**src/rtl/fpcvt_pipe_if.sv**
```systemverilog
// Handshake bundle for fpcvt_pipe.
//   Upstream side  : in_valid, in_ready, in_data (two's complement), in_trunc
//   Downstream side: out_valid, out_ready, out_s, out_e, out_f, out_sat
// The slave modport is the converter's view; the master modport is the view
// of whoever drives samples in and consumes results.
interface fpcvt_pipe_if #(
    parameter int IN_W  = 12,
    parameter int EXP_W = 3,
    parameter int MAN_W = 4
);
    logic              in_valid;
    logic              in_ready;
    logic [IN_W-1:0]   in_data;
    logic              in_trunc;
    logic              out_valid;
    logic              out_ready;
    logic              out_s;
    logic [EXP_W-1:0]  out_e;
    logic [MAN_W-1:0]  out_f;
    logic              out_sat;

    modport slave (
        input  in_valid, in_data, in_trunc, out_ready,
        output in_ready, out_valid, out_s, out_e, out_f, out_sat
    );

    modport master (
        output in_valid, in_data, in_trunc, out_ready,
        input  in_ready, out_valid, out_s, out_e, out_f, out_sat
    );
endinterface

```
**src/rtl/fpcvt_pipe.sv**
```systemverilog
// Pipelined two's-complement to small floating-point converter.
// Value represented = (-1)^out_s * out_f * 2^out_e.
//   clk   : rising-edge clock
//   rst_n : asynchronous active-low reset
//   bus   : fpcvt_pipe_if.slave (valid/ready in, valid/ready out, result fields)
// Stage 1 takes sign/magnitude, stage 2 normalises, stage 3 rounds.
// Each stage has its own valid bit and advances when its successor is empty
// or advancing, so the pipe runs at one sample per cycle and holds up to
// three samples under backpressure.
module fpcvt_pipe #(
    parameter int IN_W  = 12,
    parameter int EXP_W = 3,
    parameter int MAN_W = 4
) (
    input  logic          clk,
    input  logic          rst_n,
    fpcvt_pipe_if.slave   bus
);
    localparam int M = IN_W - 1;

    // The largest shift (M-MAN_W) must be representable in the exponent.
    generate
        if ((M - MAN_W) > ((1 << EXP_W) - 1) || MAN_W < 2 || MAN_W >= M) begin : g_bad_params
            $error("fpcvt_pipe: illegal IN_W/EXP_W/MAN_W combination");
        end
    endgenerate

    // Stage registers
    logic              r_v1, r_v2, r_v3;
    logic              r_s1, r_sat1, r_trunc1;
    logic [M-1:0]      r_mag1;
    logic              r_s2, r_sat2, r_trunc2, r_r2;
    logic [EXP_W-1:0]  r_e2;
    logic [MAN_W-1:0]  r_f2;
    logic              r_s3, r_sat3;
    logic [EXP_W-1:0]  r_e3;
    logic [MAN_W-1:0]  r_f3;

    // Pipeline advance: a stage may load when it is empty or its content
    // moves on this cycle.
    logic w_en1, w_en2, w_en3;
    assign w_en3 = ~r_v3 | bus.out_ready;
    assign w_en2 = ~r_v2 | w_en3;
    assign w_en1 = ~r_v1 | w_en2;

    assign bus.in_ready  = w_en1;
    assign bus.out_valid = r_v3;
    assign bus.out_s     = r_s3;
    assign bus.out_e     = r_e3;
    assign bus.out_f     = r_f3;
    assign bus.out_sat   = r_sat3;

    // Stage 1: sign/magnitude. -2^M has no positive M-bit magnitude, so it
    // clamps to all-ones and is flagged.
    logic            w_s1, w_min1;
    logic [IN_W-1:0] w_abs1;
    logic [M-1:0]    w_mag1;
    assign w_s1   = bus.in_data[IN_W-1];
    assign w_abs1 = w_s1 ? (~bus.in_data + 1'b1) : bus.in_data;
    assign w_min1 = w_s1 && (bus.in_data[M-1:0] == '0);
    assign w_mag1 = w_min1 ? '1 : w_abs1[M-1:0];

    // Stage 2: normalise on the leading one. Small magnitudes pass through
    // exactly with E = 0; otherwise keep MAN_W bits below and including the
    // leading one and remember the first dropped bit for rounding.
    int                w_p2;
    logic [M-1:0]      w_norm2;
    logic [EXP_W-1:0]  w_e2;
    logic [MAN_W-1:0]  w_f2;
    logic              w_r2;

    // NOTE: every combinational output gets a default at the top of the
    // block; a path that leaves one unassigned would infer a latch.
    always_comb begin
        w_p2    = 0;
        w_norm2 = '0;
        w_e2    = '0;
        w_f2    = r_mag1[MAN_W-1:0];
        w_r2    = 1'b0;
        for (int i = 0; i < M; i++) begin
            if (r_mag1[i]) w_p2 = i;
        end
        if (w_p2 >= MAN_W) begin
            // Shift so the leading one lands at bit MAN_W, rounding bit at 0.
            w_norm2 = r_mag1 >> (w_p2 - MAN_W);
            w_e2    = EXP_W'(w_p2 - MAN_W + 1);
            w_f2    = w_norm2[MAN_W:1];
            w_r2    = w_norm2[0];
        end
    end

    // Stage 3: round half away from zero on the magnitude. A carry out of
    // the significand renormalises to 100..0 and bumps the exponent; at the
    // top exponent the value is clamped and flagged instead.
    logic [EXP_W-1:0]  w_e3;
    logic [MAN_W-1:0]  w_f3;
    logic              w_sat3;

    always_comb begin
        w_e3   = r_e2;
        w_f3   = r_f2;
        w_sat3 = r_sat2;
        if (!r_trunc2 && r_r2) begin
            if (!(&r_f2)) begin
                w_f3 = r_f2 + 1'b1;
            end else if (!(&r_e2)) begin
                w_f3 = {1'b1, {(MAN_W-1){1'b0}}};
                w_e3 = r_e2 + 1'b1;
            end else begin
                w_sat3 = 1'b1;
            end
        end
    end

    // NOTE: state updates use non-blocking assignments so every stage sees
    // the previous-cycle value of its predecessor regardless of order.
    // NOTE: datapath registers are reset as well as the valid bits because
    // the result fields must read zero during and right after reset.
    always_ff @(posedge clk or negedge rst_n) begin
        if (!rst_n) begin
            r_v1     <= 1'b0;
            r_v2     <= 1'b0;
            r_v3     <= 1'b0;
            r_s1     <= 1'b0;
            r_sat1   <= 1'b0;
            r_trunc1 <= 1'b0;
            r_mag1   <= '0;
            r_s2     <= 1'b0;
            r_sat2   <= 1'b0;
            r_trunc2 <= 1'b0;
            r_r2     <= 1'b0;
            r_e2     <= '0;
            r_f2     <= '0;
            r_s3     <= 1'b0;
            r_sat3   <= 1'b0;
            r_e3     <= '0;
            r_f3     <= '0;
        end else begin
            if (w_en1) begin
                r_v1 <= bus.in_valid;
                if (bus.in_valid) begin
                    r_s1     <= w_s1;
                    r_mag1   <= w_mag1;
                    r_sat1   <= w_min1;
                    r_trunc1 <= bus.in_trunc;
                end
            end
            if (w_en2) begin
                r_v2 <= r_v1;
                if (r_v1) begin
                    r_s2     <= r_s1;
                    r_sat2   <= r_sat1;
                    r_trunc2 <= r_trunc1;
                    r_e2     <= w_e2;
                    r_f2     <= w_f2;
                    r_r2     <= w_r2;
                end
            end
            if (w_en3) begin
                r_v3 <= r_v2;
                if (r_v2) begin
                    r_s3   <= r_s2;
                    r_e3   <= w_e3;
                    r_f3   <= w_f3;
                    r_sat3 <= w_sat3;
                end
            end
        end
    end
endmodule

```
**src/flat_wrapper.sv**
```systemverilog
// flat-port wrapper written by rule: the top's interface ports become plain ports
module fpcvt_pipe_flat 
#(
    parameter int IN_W  = 12,
    parameter int EXP_W = 3,
    parameter int MAN_W = 4
)
  (clk, rst_n, bus_in_valid, bus_in_data, bus_in_trunc, bus_out_ready, bus_in_ready, bus_out_valid, bus_out_s, bus_out_e, bus_out_f, bus_out_sat);
  fpcvt_pipe_if #(.IN_W(IN_W), .EXP_W(EXP_W), .MAN_W(MAN_W)) bus_i ();
  input  logic clk;
  input  logic rst_n;
  input wire logic [$bits(bus_i.in_valid)-1:0] bus_in_valid;
  input wire logic [$bits(bus_i.in_data)-1:0] bus_in_data;
  input wire logic [$bits(bus_i.in_trunc)-1:0] bus_in_trunc;
  input wire logic [$bits(bus_i.out_ready)-1:0] bus_out_ready;
  output wire logic [$bits(bus_i.in_ready)-1:0] bus_in_ready;
  output wire logic [$bits(bus_i.out_valid)-1:0] bus_out_valid;
  output wire logic [$bits(bus_i.out_s)-1:0] bus_out_s;
  output wire logic [$bits(bus_i.out_e)-1:0] bus_out_e;
  output wire logic [$bits(bus_i.out_f)-1:0] bus_out_f;
  output wire logic [$bits(bus_i.out_sat)-1:0] bus_out_sat;
  assign bus_i.in_valid = bus_in_valid;
  assign bus_i.in_data = bus_in_data;
  assign bus_i.in_trunc = bus_in_trunc;
  assign bus_i.out_ready = bus_out_ready;
  assign bus_in_ready = bus_i.in_ready;
  assign bus_out_valid = bus_i.out_valid;
  assign bus_out_s = bus_i.out_s;
  assign bus_out_e = bus_i.out_e;
  assign bus_out_f = bus_i.out_f;
  assign bus_out_sat = bus_i.out_sat;
  fpcvt_pipe #(.IN_W(IN_W), .EXP_W(EXP_W), .MAN_W(MAN_W)) u_core (.clk(clk), .rst_n(rst_n), .bus(bus_i));
endmodule
```
**config.mk**
```make
export PLATFORM = sky130hd
export DESIGN_NAME = fpcvt_pipe_flat
export DESIGN_NICKNAME = d
export VERILOG_FILES = /design/src/rtl/fpcvt_pipe_if.sv /design/src/rtl/fpcvt_pipe.sv /design/src/flat_wrapper.sv
export SDC_FILE = /design/constraint.sdc
export NUM_CORES = 1
export LEC_CHECK = 0
export CAP_MARGIN = 20
export CORE_MARGIN = 2
export CORE_UTILIZATION = 56
export CTS_CLUSTER_DIAMETER = 60
export DETAILED_ROUTE_END_ITERATION = 8
export GPL_ROUTABILITY_DRIVEN = 0
export PLACE_DENSITY = 0.89
export SETUP_SLACK_MARGIN = 0.5
export SYNTH_ARGS = -nofsm -noshare
export SYNTH_HDL_FRONTEND = slang
export SYNTH_SLANG_ARGS = --single-unit
```
**constraint.sdc**
```tcl
create_clock -name clk -period 2.43 [get_ports clk]
set_input_delay 0.486 -clock clk [delete_from_list [all_inputs] [get_ports clk]]
set_output_delay 0.486 -clock clk [all_outputs]
set_load 0.01 [all_outputs]
```
* Word level (Yosys, flattened, before mapping)
Cells that the tools add are included.
Storage, ports and cells: bits in latches 0, output and inout bits 11, ROM bits 0, bits of input ports 17, bits in writable memories 0, register bits after elaboration 37, memories kept 0
Operators by class: mux-type cells 24, reductions and logical operators 9, add/sub/neg operators 5, equality and inequality tests 0, multiply operators 0, bitwise gates (word level) 7, shift-type cells 1, divide/modulo/power cells 0, order comparisons 1
Operators by type and width (count):
- 32-bit two-way mux | 9
- 32-bit by 4-bit >= comparator with 1-bit output, second input constant | 1
- 11-bit by 32-bit right shift with 5-bit output | 1
- 32-bit by 4-bit subtractor with 32-bit output, second input constant | 1
- 11-bit two-way mux | 2
- 4-bit two-way mux | 4
- 3-bit two-way mux | 4
- 11-bit by 1-bit adder with 11-bit output, second input constant | 1
- 11-bit logical NOT | 1
- 11-bit NOT | 1
- 2-bit AND reduction | 3
- 1-bit two-way mux | 5
- 4-bit by 1-bit adder with 4-bit output, second input constant | 1
- 4-bit AND reduction | 1
- 3-bit by 1-bit adder with 3-bit output, second input constant | 1
- 3-bit by 2-bit adder with 3-bit output, second input constant | 1
- 1-bit NOT | 3
- 1-bit OR | 3
- 3-bit AND reduction | 1
- 1-bit logical AND | 2
- 1-bit logical NOT | 1

* Longest topological paths before layout
depth in word-level cells 13, depth in mapped cells 11

* Worst setup path before layout
Ideal clock, no wire load.
path type reg-to-reg, start register u_core.r_mag1[9], end register u_core.r_f2[1], cell stages (with the launch flop) 9, period minus slack after synthesis 2242 ps, arrival 2114 ps, required time 2303 ps, setup slack 188 ps, buffers on the path 2, path through dfrtp_1 -> buf_2 -> nor3_1 -> nand2_1 -> ha_1 -> clkbuf_1 -> a221o_1 -> a221oi_1 -> nor2_1
Between the ends: longest elaborated chain between the ends 5
Ends and longest elaborated chain:
- from (decl) | RTL line fpcvt_pipe.sv:31 | logic [M-1:0] r_mag1;
- from (signal assigned) | RTL line fpcvt_pipe.sv:143 | r_mag1 <= w_mag1;
- 32-bit two-way mux (2 in series) | RTL line fpcvt_pipe.sv:81 | if (r_mag1[i]) w_p2 = i;
- 32-bit by 4-bit subtractor with 32-bit output | RTL line fpcvt_pipe.sv:85 | w_norm2 = r_mag1 >> (w_p2 - MAN_W);
- 11-bit by 32-bit right shift with 5-bit output | RTL line fpcvt_pipe.sv:85
- 4-bit two-way mux * | RTL line fpcvt_pipe.sv:83 | if (w_p2 >= MAN_W) begin
- to (signal assigned) | RTL line fpcvt_pipe.sv:155 | r_f2 <= w_f2;
- to (decl) | RTL line fpcvt_pipe.sv:34 | logic [MAN_W-1:0] r_f2;
Every way passes the cells marked *; elsewhere a longest branch is shown, timed or not. A chain may end at the register's enable or synchronous reset.

* Worst setup path after layout
start register u_core.r_mag1[2], end register u_core.r_f2[1]
Between the ends: longest elaborated chain between the ends 12
Ends and longest elaborated chain (RTL line):
- 32-bit two-way mux (9 in series) | fpcvt_pipe.sv:81
- 32-bit by 4-bit subtractor with 32-bit output | fpcvt_pipe.sv:85
- 11-bit by 32-bit right shift with 5-bit output | fpcvt_pipe.sv:85
- 4-bit two-way mux * | fpcvt_pipe.sv:83
Marked as above.

==> impl_metrics.csv <==
group,metric,value,unit
sta,fin_skew,0.00660,ns
logic_synthesis,ys.flop_type,"dfrtp_1",
cts,clk_path_buf_depth,2,
logic_synthesis,synth_cell_types,60,
logic_synthesis,syn_nets,295,
logic_synthesis,ys_async_sr_fraction,100,%
detailed_routing,antenna_left,0,
flow_run,maxCapViolations,0,
finish,fin_nets,356,
finish,nFillCells,222,
finish,regArea,933,sq um
run_status,status,"complete, no violations",
floorplanning,die-area,4820,sq um
detailed_routing,drt-initial-drc-count,301,
pwr,powerDensity,808,nW/um^2
grt,grt_pass1_vias,2195,
cts,clk_latency,0.30,ns
finish,syn2layout_area_growth,38.6,%
sta,max_freq,495,MHz
placed_design,dpl.hpwl,4010,microns
logic_synthesis,synthesis.area,2400,sq um
worst_setup_path,critPathMaxFanout,2,
sta,grt_setup_unrepaired,"true",
worst_setup_path,startpoint_type,"register",
logic_synthesis,ys_warn_count,0,
pwr,p_leak,1.45,nW
placed_design,portBuffers,27,
logic_synthesis,synth_edf_count,0,
cts,cts_tree,"done",
floorplanning,fp.dieH,69.5,microns
sta,tns,0,ns
detailed_routing,routedWlPerCell,18.5,microns
worst_setup_path,crit_type,"register to register",
cts,clock_sinks,37,
sta,fin_crit_sh,83.1,%
grt,gr-total-overflow,0,
sta,hold_viol,0,
sta,finalSetupViolCount,0,
worst_setup_path,crit_arrival,2.20,ns
logic_synthesis,synth_seq_cells,37,
detailed_routing,via_per_inst,6.15,
pwr,power,2.69,mW
grt,grt_start_max_net_pins,38,
logic_synthesis,syn_avg_cell_area,8.79,sq um
sta,min_period,2.02,ns
floorplanning,io_pins,28,
pwr,peakVddDrop,0.532,mV
finish,final_layout_size_suffix_gt1_share,32.8,%
cts,hold_buffers,0,
grt,grt_pass1_wl,10100,microns
sta,slew_violations,0,
finish,multi_input_area,1550,sq um
floorplanning,coreArea,4060,sq um
detailed_routing,num_vias,2368,
logic_synthesis,ys_seq_area_share,38.6,%
worst_setup_path,worst_setup_path_end_kind,"register",
floorplanning,die_w,69.5,microns
detailed_routing,drt_wl_total,7130,microns
sta,relSlewSlack,64.0,%
cts,htreeDepth,2,
sta,worst_slew_pin_slew,0.536,ns
logic_synthesis,yosys-top-cells-area,"dfrtp_1 39%, nand2_1 6.4%, nor2_1 4.1%, o21ai_0 3.1%, mux2i_1 2.9%",
floorplanning,num_rows,23,
logic_synthesis,synth_top_area_cell,"dfrtp_1",
cts,cts_root_buf,"clkbuf_8",
cts,path_clk_slew,0.08,ns
min_path,hold_path.class,"register to register",
finish,n_antenna_cell,0,
logic_synthesis,netlist_instances,273,
logic_synthesis,netlist.area_leader.share,38.6,%
floorplanning,start_util,59.1,%
detailed_routing,dr.pass1.iters,4,
grt,antenna_found_initial,0,
detailed_routing,drc,0,
sta,hold-worst-slack,0.479,ns
cts,numCtsBuffers,5,
worst_setup_path,required,2.61,ns
grt,grt.total_usage,26.0,%
-- Yosys cell counts (3+ instances only) --
| cell | count |
|---|---|
| inv_1 | 7 |
| nand2_1 | 41 |
| buf_2 | 5 |
| o21ai_1 | 3 |
| mux2i_1 | 7 |
| buf_6 | 3 |
| clkbuf_1 | 8 |
| nor3b_1 | 3 |
| nor3_1 | 6 |
| nor2_1 | 26 |
| nor2b_1 | 7 |
| xor2_1 | 8 |
| dfrtp_1 | 37 |
| a21oi_1 | 13 |
| ha_1 | 5 |
| o21ai_0 | 15 |
| or3_1 | 4 |
| nand2b_1 | 8 |
| mux2_2 | 4 |
| o22ai_1 | 3 |
| a221oi_1 | 4 |
| o31ai_1 | 7 |
| o31a_1 | 3 |
| a21oi_2 | 4 |
-- timing repair --
item                                    in CTS  in global routing
gates cloned                                 1                  0
gates resized for setup                     33                 38
buffers inserted                             8                 14
pin swaps                                    7                 22
endpoints found under the setup margin      19                 17
-- path summary, 6_finish.rpt --
check                               startpoint                   to  slack (ns)  cells past startpoint
max                           u_core.r_mag1[2]       u_core.r_f2[1]        0.41                      7
min                        u_core.bus.out_f[3]  u_core.bus.out_f[3]        0.48                      2
max reg2reg                   u_core.r_mag1[2]       u_core.r_f2[1]        0.41                      7
min reg2reg                u_core.bus.out_f[3]  u_core.bus.out_f[3]        0.48                      2
max in group asynchronous                rst_n     u_core.r_mag1[9]        1.49                      2
min in group asynchronous                rst_n  u_core.bus.out_e[1]        0.60                      2
-- routing by layer --
layer	routed length [microns]	up-vias	GRT usage, %
li1	-	1100	-
met1	2860	1137	30.3
met2	3600	107	47.0
met3	358	24	3.78
met4	307	0	11.5
met5	0	-	0
-- flip-flops by register name, indices dropped and copies added (netlist names) --
| signal | flops |
|---|---|
| u_core.bus.out_e | 3 |
| u_core.bus.out_f | 4 |
| u_core.bus.out_s | 1 |
| u_core.bus.out_sat | 1 |
| u_core.bus.out_valid | 1 |
| u_core.r_e2 | 3 |
| u_core.r_f2 | 4 |
| u_core.r_mag1 | 11 |
| u_core.r_r2 | 1 |
| u_core.r_s1 | 1 |
| u_core.r_s2 | 1 |
| u_core.r_sat1 | 1 |
| u_core.r_sat2 | 1 |
| u_core.r_trunc1 | 1 |
| u_core.r_trunc2 | 1 |
| u_core.r_v1 | 1 |
| u_core.r_v2 | 1 |
-- power by group --
group          leakage [nW]  internal (mW)  switching [mW]
sequential            0.432          0.780           0.168
clock                0.0554          0.308           0.244
combinational         0.959          0.595           0.591
total                  1.45           1.68            1.00
-- cells by family after synthesis --
| kind of cell | Yosys count | synth area share, % |
|---|---|---|
| buffers and inverters | 25 | 5.11 |
| adders and majority gates | 5 | 2.61 |
| DFF | 37 | 38.6 |
| xor gates and xnor gates | 10 | 3.65 |
| AOI/OAI and AO/OA | 74 | 22.2 |
| muxes | 12 | 5.27 |
| and+or+nand+nor | 110 | 22.6 |
-- placed cells by master, fill, tap and decap left out, types with 3 or more instances in the layout --
| cell type | synthesis | layout |
|---|---|---|
| nor2_2 | 1 | 3 |
| inv_1 | 7 | 3 |
| a21oi_2 | 4 | 8 |
| nor2_1 | 26 | 22 |
| buf_6 | 3 | 4 |
| xor2_1 | 8 | 8 |
| mux2_2 | 4 | 4 |
| nor3_1 | 6 | 3 |
| a221oi_2 | 1 | 3 |
| buf_4 | 0 | 40 |
| o31ai_1 | 7 | 6 |
| a21oi_1 | 13 | 9 |
| a22oi_2 | 2 | 3 |
| o21ai_0 | 15 | 14 |
| ha_1 | 5 | 3 |
| o21ai_1 | 3 | 4 |
| mux2i_1 | 7 | 7 |
| nor2b_1 | 7 | 6 |
| dfrtp_1 | 37 | 31 |
| nand2_1 | 41 | 40 |
| nand2b_1 | 8 | 8 |
| clkbuf_8 | 0 | 5 |
| dfrtp_2 | 0 | 6 |
| clkdlybuf4s50_1 | 0 | 21 |
-- worst max-delay path, cell delays in order (launching register included) --
cell and delay [ns]:
dfrtp_1 0.40, nand2b_1 0.17, a221oi_2 0.26, o31a_1 0.24, buf_4 0.15, mux2_4 0.30, a221oi_2 0.30, nor2_1 0.08
-- area by class of cell --
class | instances | area share (%)
sequential | 37 | 28.1
clock inverter | 2 | 1.17
inverter | 7 | 1.32
timing repair buffer | 71 | 18.7
tap | 50 | 1.88
multi-input combinational | 212 | 46.7
clock buffer | 6 | 2.18
-- per-stage QoR --
step	instance area, sq um	util, %	setup slack (ns)	instances
floorplan	2450	-	0.392	273
global placement	2850	70.1	-0.346	354
detailed placement	2850	70.1	-0.421	354
CTS	3080	75.9	0.391	371
global route	3330	82.0	0.368	385
finish	3330	82.0	0.412	385
(Power assumes the default switching activity.)
